**config.mk**
```make
export PLATFORM = sky130hd
export DESIGN_NAME = bpg_pattern_sequencer
export DESIGN_NICKNAME = d
export VERILOG_FILES = /design/src/rtl/bpg_pkg.sv /design/src/rtl/bpg_hold_counter.sv /design/src/rtl/bpg_pattern_sequencer.sv
export SDC_FILE = /design/constraint.sdc
export NUM_CORES = 1
export LEC_CHECK = 0
export ABC_AREA = 1
export CAP_MARGIN = 40
export CORE_MARGIN = 8
export CORE_UTILIZATION = 45
export DETAILED_ROUTE_END_ITERATION = 7
export GPL_ROUTABILITY_DRIVEN = 0
export GPL_TIMING_DRIVEN = 0
export MAX_ROUTING_LAYER = met4
export PLACE_DENSITY_LB_ADDON = 0.12
export SLEW_MARGIN = 10
export SYNTH_ARGS = -nofsm -noshare
export SYNTH_HDL_FRONTEND = slang
export SYNTH_HIERARCHICAL = 1
export SYNTH_SLANG_ARGS = --single-unit
```
**constraint.sdc**
```tcl
create_clock -name clk_in -period 2.25 [get_ports clk_in]
set_clock_uncertainty 0.05 [all_clocks]
set_input_delay 0.5625 -clock clk_in [delete_from_list [all_inputs] [get_ports clk_in]]
set_output_delay 0.5625 -clock clk_in [all_outputs]
set_load 0.01 [all_outputs]
```
**src/rtl/bpg_pkg.sv**
```systemverilog
// Shared types and defaults for the BPG pattern sequencer and its pattern RAM wrapper.
package bpg_pkg;

    localparam int BPG_DATA_W = 16;
    localparam int BPG_ADDR_W = 12;
    localparam int BPG_CNT_W  = 16;

    typedef enum logic [1:0] {
        IDLE  = 2'd0,
        PRIME = 2'd1,
        RUN   = 2'd2,
        FLUSH = 2'd3
    } bpg_state_e;

    // One pattern-memory entry: the word driven on the pins and how long it is held.
    typedef struct packed {
        logic [BPG_DATA_W-1:0] data;
        logic [BPG_CNT_W-1:0]  len;
    } bpg_entry_t;

endpackage

```
**src/rtl/bpg_hold_counter.sv**
```systemverilog
// Per-word hold counter: loads max(len,1), counts down, flags the last cycle of the hold.
module bpg_hold_counter #(
    parameter int CNT_W = 16
) (
    input  logic             clk_i,
    input  logic             rst_ni,
    input  logic             load_i,
    input  logic [CNT_W-1:0] len_i,
    output logic             last_o
);

    logic [CNT_W-1:0] count_q;
    logic [CNT_W-1:0] count_d;

    always_comb begin
        count_d = count_q;
        if (load_i) begin
            count_d = (len_i == '0) ? CNT_W'(1) : len_i;
        end else if (count_q != '0) begin
            count_d = count_q - CNT_W'(1);
        end
    end

    always_ff @(posedge clk_i or negedge rst_ni) begin
        if (!rst_ni) begin
            count_q <= '0;
        end else begin
            count_q <= count_d;
        end
    end

    assign last_o = (count_q == CNT_W'(1));

endmodule

```
**src/rtl/bpg_pattern_sequencer.sv**
```systemverilog
// Plays pattern-memory words on the BPG pins, each for its hold length, gap-free,
// in single-shot or looping mode, with a one-entry prefetch buffer behind the output.
module bpg_pattern_sequencer
    import bpg_pkg::*;
#(
    parameter int DATA_W = BPG_DATA_W,
    parameter int ADDR_W = BPG_ADDR_W,
    parameter int CNT_W  = BPG_CNT_W
) (
    input  logic              clk_in,
    input  logic              reset,
    input  logic              start,
    input  logic              stop,
    input  logic              mode_loop,
    input  logic [ADDR_W-1:0] end_addr,
    output logic [ADDR_W-1:0] mem_addr,
    output logic              mem_rd,
    input  logic [DATA_W-1:0] mem_data,
    input  logic [CNT_W-1:0]  mem_len,
    output logic [DATA_W-1:0] pattern_out,
    output logic              pattern_valid,
    output logic              busy,
    output logic              done
);

    bpg_state_e        state_q, state_d;
    logic [ADDR_W-1:0] addr_q, addr_d;
    logic [ADDR_W-1:0] end_q, end_d;
    logic              loop_q, loop_d;
    logic              stop_q, stop_d;
    logic              fetch_done_q, fetch_done_d;
    logic              pend_q, pend_d;
    logic              pend_last_q, pend_last_d;
    logic              buf_valid_q, buf_valid_d;
    logic [DATA_W-1:0] buf_data_q, buf_data_d;
    logic [CNT_W-1:0]  buf_len_q, buf_len_d;
    logic              buf_last_q, buf_last_d;
    logic [DATA_W-1:0] out_q, out_d;
    logic              valid_q, valid_d;
    logic              out_last_q, out_last_d;

    logic              active;
    logic              hold_last;
    logic              ending;
    logic              consume;
    logic              slot_free;
    logic              rd;
    logic [DATA_W-1:0] src_data;
    logic [CNT_W-1:0]  src_len;
    logic              src_last;

    bpg_hold_counter #(
        .CNT_W (CNT_W)
    ) u_hold (
        .clk_i  (clk_in),
        .rst_ni (reset),
        .load_i (consume),
        .len_i  (src_len),
        .last_o (hold_last)
    );

    always_ff @(posedge clk_in or negedge reset) begin
        if (!reset) begin
            state_q <= IDLE;
        end else begin
            state_q <= state_d;
        end
    end

    always_comb begin
        state_d      = state_q;
        addr_d       = addr_q;
        end_d        = end_q;
        loop_d       = loop_q;
        stop_d       = stop_q;
        fetch_done_d = fetch_done_q;
        pend_d       = 1'b0;
        pend_last_d  = 1'b0;
        buf_valid_d  = buf_valid_q;
        buf_data_d   = buf_data_q;
        buf_len_d    = buf_len_q;
        buf_last_d   = buf_last_q;
        out_d        = out_q;
        valid_d      = valid_q;
        out_last_d   = out_last_q;

        active   = (state_q == PRIME) || (state_q == RUN);
        src_data = buf_valid_q ? buf_data_q : mem_data;
        src_len  = buf_valid_q ? buf_len_q  : mem_len;
        src_last = buf_valid_q ? buf_last_q : pend_last_q;

        // Playback ends at a hold boundary on a recorded stop or after the last word in single shot.
        ending    = (state_q == RUN) && hold_last && (stop_q || (out_last_q && !loop_q));
        consume   = ((state_q == PRIME) && pend_q) || ((state_q == RUN) && hold_last && !ending);
        // A new read is allowed only if its data is guaranteed a home one cycle later.
        slot_free = (!buf_valid_q && !pend_q) || (consume && !(buf_valid_q && pend_q));
        rd        = active && !fetch_done_q && slot_free && !ending;

        case (state_q)
            IDLE: begin
                if (start) begin
                    state_d      = PRIME;
                    addr_d       = '0;
                    end_d        = end_addr;
                    loop_d       = mode_loop;
                    stop_d       = 1'b0;
                    fetch_done_d = 1'b0;
                    buf_valid_d  = 1'b0;
                    out_last_d   = 1'b0;
                end
            end
            PRIME, RUN: begin
                if (stop) begin
                    stop_d = 1'b1;
                end
                if (consume) begin
                    out_d      = src_data;
                    valid_d    = 1'b1;
                    out_last_d = src_last;
                    if (buf_valid_q) begin
                        buf_valid_d = pend_q;
                        buf_data_d  = mem_data;
                        buf_len_d   = mem_len;
                        buf_last_d  = pend_last_q;
                    end
                    if (state_q == PRIME) begin
                        state_d = RUN;
                    end
                end else if (pend_q) begin
                    buf_valid_d = 1'b1;
                    buf_data_d  = mem_data;
                    buf_len_d   = mem_len;
                    buf_last_d  = pend_last_q;
                end
                if (ending) begin
                    state_d     = FLUSH;
                    out_d       = '0;
                    valid_d     = 1'b0;
                    out_last_d  = 1'b0;
                    buf_valid_d = 1'b0;
                end
            end
            FLUSH: begin
                state_d = IDLE;
            end
            default: begin
                state_d = IDLE;
            end
        endcase

        if (rd) begin
            pend_d      = 1'b1;
            pend_last_d = (addr_q == end_q);
            addr_d      = (addr_q == end_q) ? '0 : addr_q + ADDR_W'(1);
            if ((addr_q == end_q) && !loop_q) begin
                fetch_done_d = 1'b1;
            end
        end
    end

    always_ff @(posedge clk_in or negedge reset) begin
        if (!reset) begin
            addr_q       <= '0;
            end_q        <= '0;
            loop_q       <= 1'b0;
            stop_q       <= 1'b0;
            fetch_done_q <= 1'b0;
            pend_q       <= 1'b0;
            pend_last_q  <= 1'b0;
            buf_valid_q  <= 1'b0;
            buf_data_q   <= '0;
            buf_len_q    <= '0;
            buf_last_q   <= 1'b0;
            out_q        <= '0;
            valid_q      <= 1'b0;
            out_last_q   <= 1'b0;
        end else begin
            addr_q       <= addr_d;
            end_q        <= end_d;
            loop_q       <= loop_d;
            stop_q       <= stop_d;
            fetch_done_q <= fetch_done_d;
            pend_q       <= pend_d;
            pend_last_q  <= pend_last_d;
            buf_valid_q  <= buf_valid_d;
            buf_data_q   <= buf_data_d;
            buf_len_q    <= buf_len_d;
            buf_last_q   <= buf_last_d;
            out_q        <= out_d;
            valid_q      <= valid_d;
            out_last_q   <= out_last_d;
        end
    end

    assign mem_addr      = addr_q;
    assign mem_rd        = rd;
    assign pattern_out   = out_q;
    assign pattern_valid = valid_q;
    assign busy          = active;
    assign done          = (state_q == FLUSH);

endmodule

```
==> results_dict.tcl, run 1 <==
set metrics [dict create \
    fin_crit_ns 2.69 \
    combPwrFrac 0.489 \
    status "complete, but fails checks" \
    start_kind "register" \
    fin_ws_ns -0.441 \
    clk_pin_slew_ns 0.07 \
    wirelength_um 14100 \
    synth_warnings 6 \
    synth_edf_count 0 \
    cts_tree "done" \
    fillers 1066 \
    fin_crit_sh 1.20 \
    grt_max_degree 60 \
    r2r_setup_slack_ns 0.05 \
    grt_pass1_vias 5030 \
    switching_share 0.405 \
    final_core_utilization 0.598 \
    die_y_um 127 \
    final_area_sq_um 7150 \
    critPathMaxFanout 4 \
    syn-num-nets 745 \
    placed_area_sq_um 6550 \
    powerDensity_nw_per_um2 1340 \
    dpl.hpwl_um 10100 \
    dr_total_vias 4874 \
    start_util 0.461 \
    first_pass_iters 4 \
    cap_viol_max_count 0 \
    port_buffers 80 \
    p_sw_w 0.00388 \
    slew_headroom 0.652 \
    ctsHoldBuffers 0 \
    fp.dieW_um 127 \
    avgRoutedWirePerCell_um 14.7 \
    clock-sinks 99 \
    rr_worst_depth 16 \
    area.sequential_sq_um 2480 \
    drc_errors 0 \
    cp.required_ns 1.64 \
    synth_cell_types 38 \
    viasPerCell 5.10 \
    ys_async_sr_fraction 1.00 \
    synth-main-ff-cell "dfrtp_1" \
    antenna_left 0 \
    p_clk_frac 0.189 \
    synthCells 689 \
    fmax_ghz 0.372 \
    synth_seq_cells 99 \
    synth_area_sq_um 5510 \
    setup_violations 1 \
    failed_checks "setup timing" \
    drive_gt1_frac 0.173 \
    startpoint "u_hold/count_q[7]" \
    power.leakage_nw 3.47 \
    pwr-share-seq 0.322 \
    hold_violations 0 \
    grt.total_usage 0.187 \
    hold_path.class "primary input to asynchronous set/reset pin" \
    worstPathArrival_ns 2.08 \
    end_kind "primary output" \
    clk_latency_ns 0.35 \
    p_int_w 0.00569 \
    clockBufferDepth 2 \
    htreeDepth 3 \
    syn2layout_area_growth_pct 29.7 \
    multiInputGateArea_sq_um 2660 \
    ir_drop_uv 532 \
    slew_violations 0 \
    pre_cts_slack_ns -0.947 \
    grt-ovfl-total 0 \
    cts_buffers 9 \
    syn_avg_cell_area_sq_um 8.00 \
    rsz0062_at_grt "true" \
    endpoint "mem_rd" \
    root_buffer "clkbuf_16" \
    antenna_found_initial 0 \
    rows 40 \
    grt_pass1_wl_um 23800 \
    first_iter_violations 355 \
    worst_pin_slew_ns 0.521 \
    crit_type "register to primary output" \
    yosysSeqAreaShare 0.449 \
    r2r-end "buf_len_q[10]" \
    die-area_sq_um 16000 \
    pin_count 81 \
    fp.coreArea_sq_um 12000 \
    fin_nets 859 \
    r2r_start "u_hold/count_q[7]" \
    antenna_cells 0 \
]
[placed cells by master, fill, tap and decap left out, types with 2 or more instances in the layout]
master | netlist | final
nand2_1 | 196 | 193
dfrtp_1 | 99 | 97
clkdlybuf4s50_1 | 0 | 77
inv_1 | 71 | 69
o21ai_0 | 63 | 61
nand3_1 | 49 | 46
nor2_1 | 47 | 43
buf_4 | 1 | 25
a21oi_1 | 22 | 22
o21ai_2 | 18 | 18
mux2i_1 | 16 | 16
nand3_2 | 10 | 12
nand2_2 | 8 | 9
clkbuf_16 | 0 | 9
clkbuf_1 | 11 | 8
nor2_2 | 7 | 8
xnor2_1 | 8 | 8
buf_6 | 7 | 8
buf_2 | 8 | 7
xor2_1 | 7 | 7
inv_2 | 5 | 6
nand4_1 | 5 | 5
ha_1 | 7 | 5
nand2_4 | 2 | 4
mux2_2 | 4 | 4
nor2_4 | 1 | 4
o21ai_1 | 2 | 4
clkbuf_2 | 1 | 3
clkinv_4 | 1 | 3
bufinv_16 | 0 | 3
a21oi_4 | 1 | 2
nor3_1 | 3 | 2
ha_2 | 0 | 2
nand3_4 | 1 | 2
dfrtp_2 | 0 | 2
[logic make-up after synthesis]
| kind of cell | after synthesis | share of synthesized area |
|---|---|---|
| xor gates and xnor gates | 15 | 0.0238 |
| DFF | 99 | 0.449 |
| adders and majority gates | 7 | 0.0159 |
| buffers and inverters | 105 | 0.0847 |
| muxes | 20 | 0.0372 |
| AOI/OAI and AO/OA | 112 | 0.121 |
| and+or+nand+nor | 331 | 0.268 |
[power groups by stage]
| stage | sequential [W] | clock, W | combinational (W) |
|---|---|---|---|
| 3_5_place_dp | 0.00309 | 0 | 0.00424 |
| 3_3_place_gp | 0.00306 | 0 | 0.00412 |
| 5_1_grt | 0.00319 | 0.00191 | 0.00525 |
| 2_1_floorplan | 0.00306 | 0 | 0.00286 |
| 6_report | 0.00308 | 0.00181 | 0.00469 |
| 4_1_cts | 0.00306 | 0.00185 | 0.00456 |
[routing by layer]
metal	GRT usage	share of wire	vias up
met3	0.0369	0.036	19
met5	-	0	-
met4	0.0686	0.016	0
met1	0.217	0.43	2334
li1	-	-	2431
met2	0.318	0.52	90
[cell usage after synthesis, types with 10 or more instances]
cell type / n / area share
dfrtp_1: 99 / 0.45
nand3_1: 49 / 0.044
nand3_2: 10 / 0.018
inv_1: 71 / 0.048
o21ai_0: 63 / 0.057
a21oi_1: 22 / 0.020
nor2_1: 47 / 0.032
nand2_1: 196 / 0.13
mux2i_1: 16 / 0.029
o21ai_2: 18 / 0.029
clkbuf_1: 11 / 0.0075
[sequential cells by signal, indices dropped and copies added (netlist names)]
register,count
end_q,12
stop_q,1
out_last_q,1
u_hold/count_q,16
buf_len_q,16
buf_valid_q,1
mem_addr,12
fetch_done_q,1
pattern_out,16
buf_last_q,1
pattern_valid,1
loop_q,1
pend_q,1
state_q,2
pend_last_q,1
buf_data_q,16
[through the flow]
step	total power, W	instances	setup TNS [ns]	hold WS [ns]
global placement	0.00718	916	-327.80	0.404
floorplan	0.00592	689	-0.0259	0.217
detailed placement	0.00734	917	-5.72	0.410
CTS	0.00947	950	-0.455	0.0812
finish	0.00958	955	-0.441	0.0767
global route	0.0103	955	-3.08	0.103
[worst min-delay path by stage]
| stage | startpoint | to | slack [ns] | cells past startpoint |
|---|---|---|---|---|
| 2_1_floorplan | reset | buf_data_q[0] | 0.22 | 0 |
| 3_3_place_gp | buf_data_q[13] | buf_data_q[13] | 0.40 | 2 |
| 3_5_place_dp | buf_data_q[9] | buf_data_q[9] | 0.41 | 2 |
| 4_1_cts | reset | buf_len_q[3] | 0.08 | 1 |
| 5_1_grt | reset | end_q[4] | 0.10 | 1 |
| 6_report | reset | mem_addr[4] | 0.08 | 1 |
[worst max-delay path: stages (launching register included)]
cell     delay, ns
dfrtp_2       0.44
nor2_4        0.14
nand2_2       0.07
inv_2         0.07
nand3_4       0.06
nor3_4        0.16
nand2_2       0.09
inv_2         0.07
nand3_2       0.08
nand2_4       0.10
nand2_4       0.06
a21oi_4       0.17
buf_8         0.12
buf_6         0.09
[final cells by class]
| class | count | share of cell area |
|---|---|---|
| well taps | 147 | 0.0257 |
| clock inverters | 6 | 0.0158 |
| plain buffers | 27 | 0.0249 |
| multi-input cells | 485 | 0.372 |
| repair buffers | 104 | 0.140 |
| clock buffers | 10 | 0.0334 |
| inverters | 77 | 0.0415 |
| flip-flops and latches | 99 | 0.347 |
[repair_timing]
| item | 4_1_cts | 5_1_grt |
|---|---|---|
| setup endpoints to repair | 68 | 69 |
| gates resized for setup | 15 | 20 |
| endpoints found under the hold margin | 0 | 0 |
| setup buffers | 17 | 7 |
| pin swaps | 7 | 6 |
(Power assumes the default switching activity.)
==> run 2: changes to the inputs <==
--- a/config.mk
+++ b/config.mk
@@ -14,8 +14,7 @@
 export GPL_TIMING_DRIVEN = 0
 export MAX_ROUTING_LAYER = met4
 export PLACE_DENSITY_LB_ADDON = 0.12
-export SLEW_MARGIN = 10
+export SLEW_MARGIN = 20
 export SYNTH_ARGS = -nofsm -noshare
 export SYNTH_HDL_FRONTEND = slang
-export SYNTH_HIERARCHICAL = 1
 export SYNTH_SLANG_ARGS = --single-unit
==> constraint.sdc (replaced) <==
create_clock -name clk_in -period 2.2 [get_ports clk_in]
set_clock_uncertainty 0.05 [all_clocks]
set_input_delay 0.55 -clock clk_in [delete_from_list [all_inputs] [get_ports clk_in]]
set_output_delay 0.55 -clock clk_in [all_outputs]
set_load 0.01 [all_outputs]
==> run 2 against run 1 <==
Clock-buffer cell count grew 2. Non-clock buffer count is 6 lower. Via count decreased by 4.8%. Combinational power down 96%. Design area shrank 4.7%. Register-to-register slack improved by 0.08 ns. Sequential cell count did not move. Critical path depth unchanged. Die area is 2.9% lower. The flow still finishes with violations (setup timing). Largest power group is now registers. Sequential share of layout area is 1.7 points higher. Sequential power shrank 41%. First-iteration DRC count fell by 3.9%.
==> results_dict.tcl, run 2 <==
set metrics [dict create \
    post_synth_mux_area_share 0.0592 \
    crit_type "register to primary output" \
    layout_commonest_cell "nand2_1" \
    rr_worst_depth 12 \
    hold_path.class "primary input to asynchronous set/reset pin" \
    fp.coreArea_sq_um 11500 \
    syn-num-nets 690 \
    die-area_sq_um 15600 \
    port_buffers 80 \
    drc_errors 0 \
    grt_use_met1 0.217 \
    critPathMaxFanout 3 \
    end_kind "primary output" \
    startpoint "state_q[0]" \
    r2r_setup_slack_ns 0.13 \
    setup-tns-final_ns -0.192 \
    clk_latency_ns 0.35 \
    ir_drop_uv 574 \
    synth-main-ff-cell "dfrtp_1" \
    first_pass_iters 5 \
    grt_pass1_vias 4778 \
    hold_violations 0 \
    first_iter_violations 341 \
    synth.most_common_cell "nand2_1" \
    endpoint "mem_rd" \
    antenna_found_initial 0 \
    power.leakage_nw 3.15 \
    synth.top_cell.area_share 0.465 \
    grt.total_usage 0.184 \
    wirelength_um 13700 \
    fin_ws_ns -0.192 \
    cp.required_ns 1.60 \
    start_util 0.464 \
    drive_gt1_frac 0.130 \
    synthAdderAreaFrac 0.0188 \
    clockBufferDepth 2 \
    synth.largest_area_cell "dfrtp_1" \
    final_core_utilization 0.594 \
    synth_edf_count 0 \
    synth_common_cells "190 x nand2_1, 99 x dfrtp_1, 53 x nand4_1" \
    fp.dieW_um 125 \
    syn_avg_cell_area_sq_um 8.41 \
    slew_headroom 0.677 \
    r2r_start "u_hold.count_q[0]" \
    htreeDepth 3 \
    synthCells 633 \
    avgRoutedWirePerCell_um 15.5 \
    fin_crit_sh 1.09 \
    most-common-layout-cells "188 x nand2_1, 98 x dfrtp_1, 76 x clkdlybuf4s50_1" \
    synth_top_family_by_area "simple AND/OR/NAND/NOR gates" \
    start_kind "register" \
    met2_usage 0.307 \
    worst_pin_slew_ns 0.485 \
    synth_compound_area_frac 0.0604 \
    viasPerCell 5.25 \
    grtUsageMet3 0.0494 \
    powerDensity_nw_per_um2 542 \
    clk_pin_slew_ns 0.07 \
    r2r-end "buf_data_q[0]" \
    worstPathArrival_ns 1.79 \
    root_buffer "clkbuf_16" \
    dpl.hpwl_um 9960 \
    top_usage_layer "met2" \
    antenna_left 0 \
    fmax_ghz 0.418 \
    slew_violations 0 \
    clock-sinks 99 \
    synth_area_leaders "dfrtp_1 47%, nand2_1 13%, nand4_1 6.2%" \
    synth_warnings 0 \
    rsz0062_at_grt "true" \
    pin_count 81 \
    cap_viol_max_count 0 \
    fin_nets 793 \
    grt-ovfl-total 0 \
    grt_pass1_wl_um 23300 \
    setup_violations 1 \
    die_y_um 125 \
    synth_area_sq_um 5330 \
    synth_xor_area_frac 0.0460 \
    syn2layout_area_growth_pct 27.9 \
    dr_total_vias 4641 \
    power_w 0.00369 \
    yosysSeqAreaShare 0.465 \
    antenna_cells 0 \
    cts_buffers 9 \
    status "complete, but fails checks" \
    synth_seq_cells 99 \
    cts_tree "done" \
    rows 39 \
    ys_async_sr_fraction 1.00 \
    ctsHoldBuffers 0 \
    failed_checks "setup timing" \
    synth_cell_types 36 \
    synth_simple_gate_area_frac 0.288 \
    fin_crit_ns 2.39 \
    grt_max_degree 75 \
]
==> run 2: worst max-delay path, cell delays in order, from the launching register on <==
cell     delay [ns]
dfrtp_1        0.39
inv_2          0.08
ha_4           0.12
nand2_1        0.05
inv_1          0.07
nand2_2        0.06
nor2_4         0.12
nand3_2        0.11
nand2_4        0.09
nand2_4        0.05
nand2_4        0.09
nand2_8        0.06
inv_4          0.06
buf_6          0.09
==> run 2: cell families (layout without fill, tap and decap cells) <==
logic type      after synthesis  after routing
fa+ha+maj                     8              8
xor+xnor                     28             28
flops                        99             99
mux                          30             30
simple gates                340            340
buf+inv                      70            178
compound gates               58             58
==> run 2: area by class of cell <==
class	count	area, sq um
Fill cell	1057	4650
Multi-Input combinational cell	464	2590
Sequential cell	99	2480
Timing Repair Buffer	94	926
Clock buffer	12	246
Buffer	31	179
Tap cell	143	179
Inverter	37	144
Clock inverter	4	73.8
==> run 2: timing repair <==
| item | CTS | global route |
|---|---|---|
| setup buffers | 8 | 5 |
| endpoints found under the setup margin | 7 | 34 |
| gates resized for setup | 22 | 11 |
| pin swaps | 3 | 5 |
| cloned | 0 | 0 |
==> run 2: metal layers <==
metal	share of wire	wire length, um	vias up
li1	-	-	2291
met1	0.45	6190	2241
met2	0.50	6850	100
met3	0.040	548	9
met4	0.0099	136	0
met5	0	0	-
==> run 2: worst min-delay path by stage <==
stage,end,depth (start not counted),from,slack [ns]
2_1_floorplan,buf_data_q[0],0,reset,0.20
3_3_place_gp,buf_last_q,2,buf_last_q,0.40
3_5_place_dp,buf_len_q[8],1,reset,0.38
4_1_cts,mem_addr[4],1,reset,0.009
5_1_grt,buf_len_q[5],1,reset,0.02
6_report,buf_len_q[5],1,reset,0.007
==> run 2: power by group <==
part           internal [W]  leakage [nW]  total, W              switching, W
combinational     0.0000919          2.01  0.000168                 0.0000758
sequential          0.00182         0.986   0.00182  0.0000000000000000000211
clock               0.00103         0.157   0.00170                  0.000676
total               0.00294          3.15   0.00369                  0.000752
==> run 2: per-stage QoR <==
| stage | hold WS, ns | cells | area [sq um] | worst slack [ns] |
|---|---|---|---|---|
| 3_5_place_dp | 0.384 | 857 | 6330 | -0.715 |
| 2_1_floorplan | 0.204 | 633 | 5330 | 0.0867 |
| 3_3_place_gp | 0.398 | 856 | 6310 | -3.30 |
| 6_report | 0.00747 | 884 | 6810 | -0.192 |
| 4_1_cts | 0.00854 | 880 | 6760 | -0.260 |
| 5_1_grt | 0.0167 | 884 | 6810 | -0.294 |
==> run 3: changes to the inputs <==
--- a/config.mk
+++ b/config.mk
@@ -9,11 +9,12 @@
 export CAP_MARGIN = 40
 export CORE_MARGIN = 8
 export CORE_UTILIZATION = 45
+export CTS_CLUSTER_SIZE = 25
 export DETAILED_ROUTE_END_ITERATION = 7
 export GPL_ROUTABILITY_DRIVEN = 0
 export GPL_TIMING_DRIVEN = 0
 export MAX_ROUTING_LAYER = met4
-export PLACE_DENSITY_LB_ADDON = 0.12
+export PLACE_DENSITY_LB_ADDON = 0.08
 export SLEW_MARGIN = 20
 export SYNTH_ARGS = -nofsm -noshare
 export SYNTH_HDL_FRONTEND = slang
==> run 3 against run 2 <==
The run still ends with setup timing left. Clock power hardly changed. Wire length is 1.0% higher. Register-to-register slack better by 0.03 ns. Global-route usage is 0.056 points higher. Critical endpoint unchanged.
==> results_dict.tcl, run 3 (synthesized netlist as in run 2, its figures left out) <==
set metrics [dict create \
    slew_violations 0 \
    first_pass_iters 4 \
    fin_crit_sh 1.08 \
    pre_cts_slack_ns -0.719 \
    dr_total_vias 4604 \
    combPwrFrac 0.045 \
    end_kind "primary output" \
    slew_headroom 0.670 \
    fp.dieW_um 125 \
    fin_ws_ns -0.166 \
    start_util 0.464 \
    grt_pass1_vias 4793 \
    worstPathArrival_ns 1.77 \
    cap_viol_max_count 0 \
    crit_type "register to primary output" \
    grt_pass1_wl_um 23500 \
    wirelength_um 13900 \
    ctsHoldBuffers 0 \
    viasPerCell 5.19 \
    fmax_ghz 0.423 \
    p_int_w 0.00294 \
    hold_path.class "primary input to asynchronous set/reset pin" \
    p_sw_w 0.000774 \
    rsz0062_at_grt "true" \
    critPathMaxFanout 5 \
    clock-sinks 99 \
    cp.required_ns 1.60 \
    clockBufferDepth 2 \
    dp.cells 857 \
    cts_buffers 9 \
    failed_checks "setup timing" \
    powerDensity_nw_per_um2 542 \
    syn2layout_area_growth_pct 28.6 \
    root_buffer "clkbuf_16" \
    pwr-share-seq 0.490 \
    status "complete, but fails checks" \
    htreeDepth 3 \
    antenna_found_initial 0 \
    drc_errors 0 \
    antenna_cells 0 \
    hold_violations 0 \
    switching_share 0.208 \
    cts_tree "done" \
    ir_drop_uv 599 \
    start_kind "register" \
    grt.total_usage 0.185 \
    clk_pin_slew_ns 0.07 \
    setup_violations 1 \
    fillers 1000 \
    layout_commonest_cell "nand2_1" \
    fp.coreArea_sq_um 11500 \
    antenna_left 0 \
    most-common-layout-cells "187 x nand2_1, 98 x dfrtp_1, 76 x clkdlybuf4s50_1" \
    dpl.hpwl_um 9800 \
    fin_crit_ns 2.37 \
    port_buffers 80 \
    drive_gt1_frac 0.137 \
    die-area_sq_um 15600 \
    fin_nets 796 \
    die_y_um 125 \
    clk_latency_ns 0.35 \
    p_clk_frac 0.465 \
    first_iter_violations 329 \
    worst_pin_slew_ns 0.495 \
    power.leakage_nw 3.16 \
    pin_count 81 \
    grt-ovfl-total 0 \
    fin_cells 887 \
    avgRoutedWirePerCell_um 15.6 \
    rows 39 \
    grt_max_degree 57 \
]
==> run 3: per-stage QoR <==
step	setup TNS [ns]	power, W	hold slack, ns	area [sq um]	util
after floorplan	0	0.00188	0.204	5330	-
after global placement	-327.07	0.00202	0.401	6310	0.550
after detailed placement	-2.17	0.00202	0.407	6330	0.552
after CTS	-0.252	0.00376	0.0847	6780	0.591
after global routing	-0.256	0.00384	0.0942	6850	0.597
final	-0.166	0.00371	0.0618	6850	0.597
==> run 3: what timing repair did <==
item	CTS	global route
setup endpoints to repair	9	49
pin swaps	5	6
endpoints found under the hold margin	0	0
resized for setup	23	15
setup buffers	10	5
==> run 3: per-layer routing <==
metal  wire length (um)  part of all wire  track usage  vias to the layer above
li1                   -                 -            -                     2305
met3                530             0.038       0.0421                        8
met4                129            0.0093       0.0354                        0
met2               6940              0.50        0.301                       92
met5                  0                 0            -                        -
met1               6270              0.45        0.231                     2199
==> run 3: worst paths after layout <==
check,from,to,slack [ns],depth (start not counted)
min in group clk_in,buf_data_q[7],buf_data_q[7],0.42,2
hold / removal,reset,buf_len_q[10],0.06,1
hold reg to reg,buf_data_q[7],buf_data_q[7],0.42,2
max in group asynchronous,reset,pattern_out[13],1.42,2
setup reg to reg,u_hold.count_q[10],buf_data_q[4],0.16,13
setup / recovery,u_hold.count_q[10],mem_rd,-0.17,10
==> run 3: worst max-delay path, cell delays in order, from the launching register on <==
cell     delay, ns
dfrtp_1       0.41
nor2_2        0.16
nand2_1       0.11
nor2_4        0.17
nand3_2       0.12
nand2_4       0.09
nand2_4       0.05
nand2_4       0.09
nand2_8       0.06
inv_4         0.05
buf_6         0.09
==> run 3: power groups by stage <==
stage               Combinational, W  Clock (W)  Sequential (W)
finish                      0.000167    0.00173         0.00182
global route                0.000185    0.00184         0.00182
CTS                         0.000172    0.00177         0.00182
detailed placement          0.000170          0         0.00185
global placement            0.000162          0         0.00185
floorplan                  0.0000221          0         0.00185
==> run 3: layout make-up <==
type | count | area [sq um] | share of cell area
repair buffers | 96 | 941 | 0.137
plain buffers | 32 | 185 | 0.0270
clock inverters | 4 | 73.8 | 0.0108
well taps | 143 | 179 | 0.0261
multi-input cells | 464 | 2600 | 0.380
flip-flops and latches | 99 | 2480 | 0.362
inverters | 37 | 144 | 0.0210
clock buffers | 12 | 246 | 0.0360
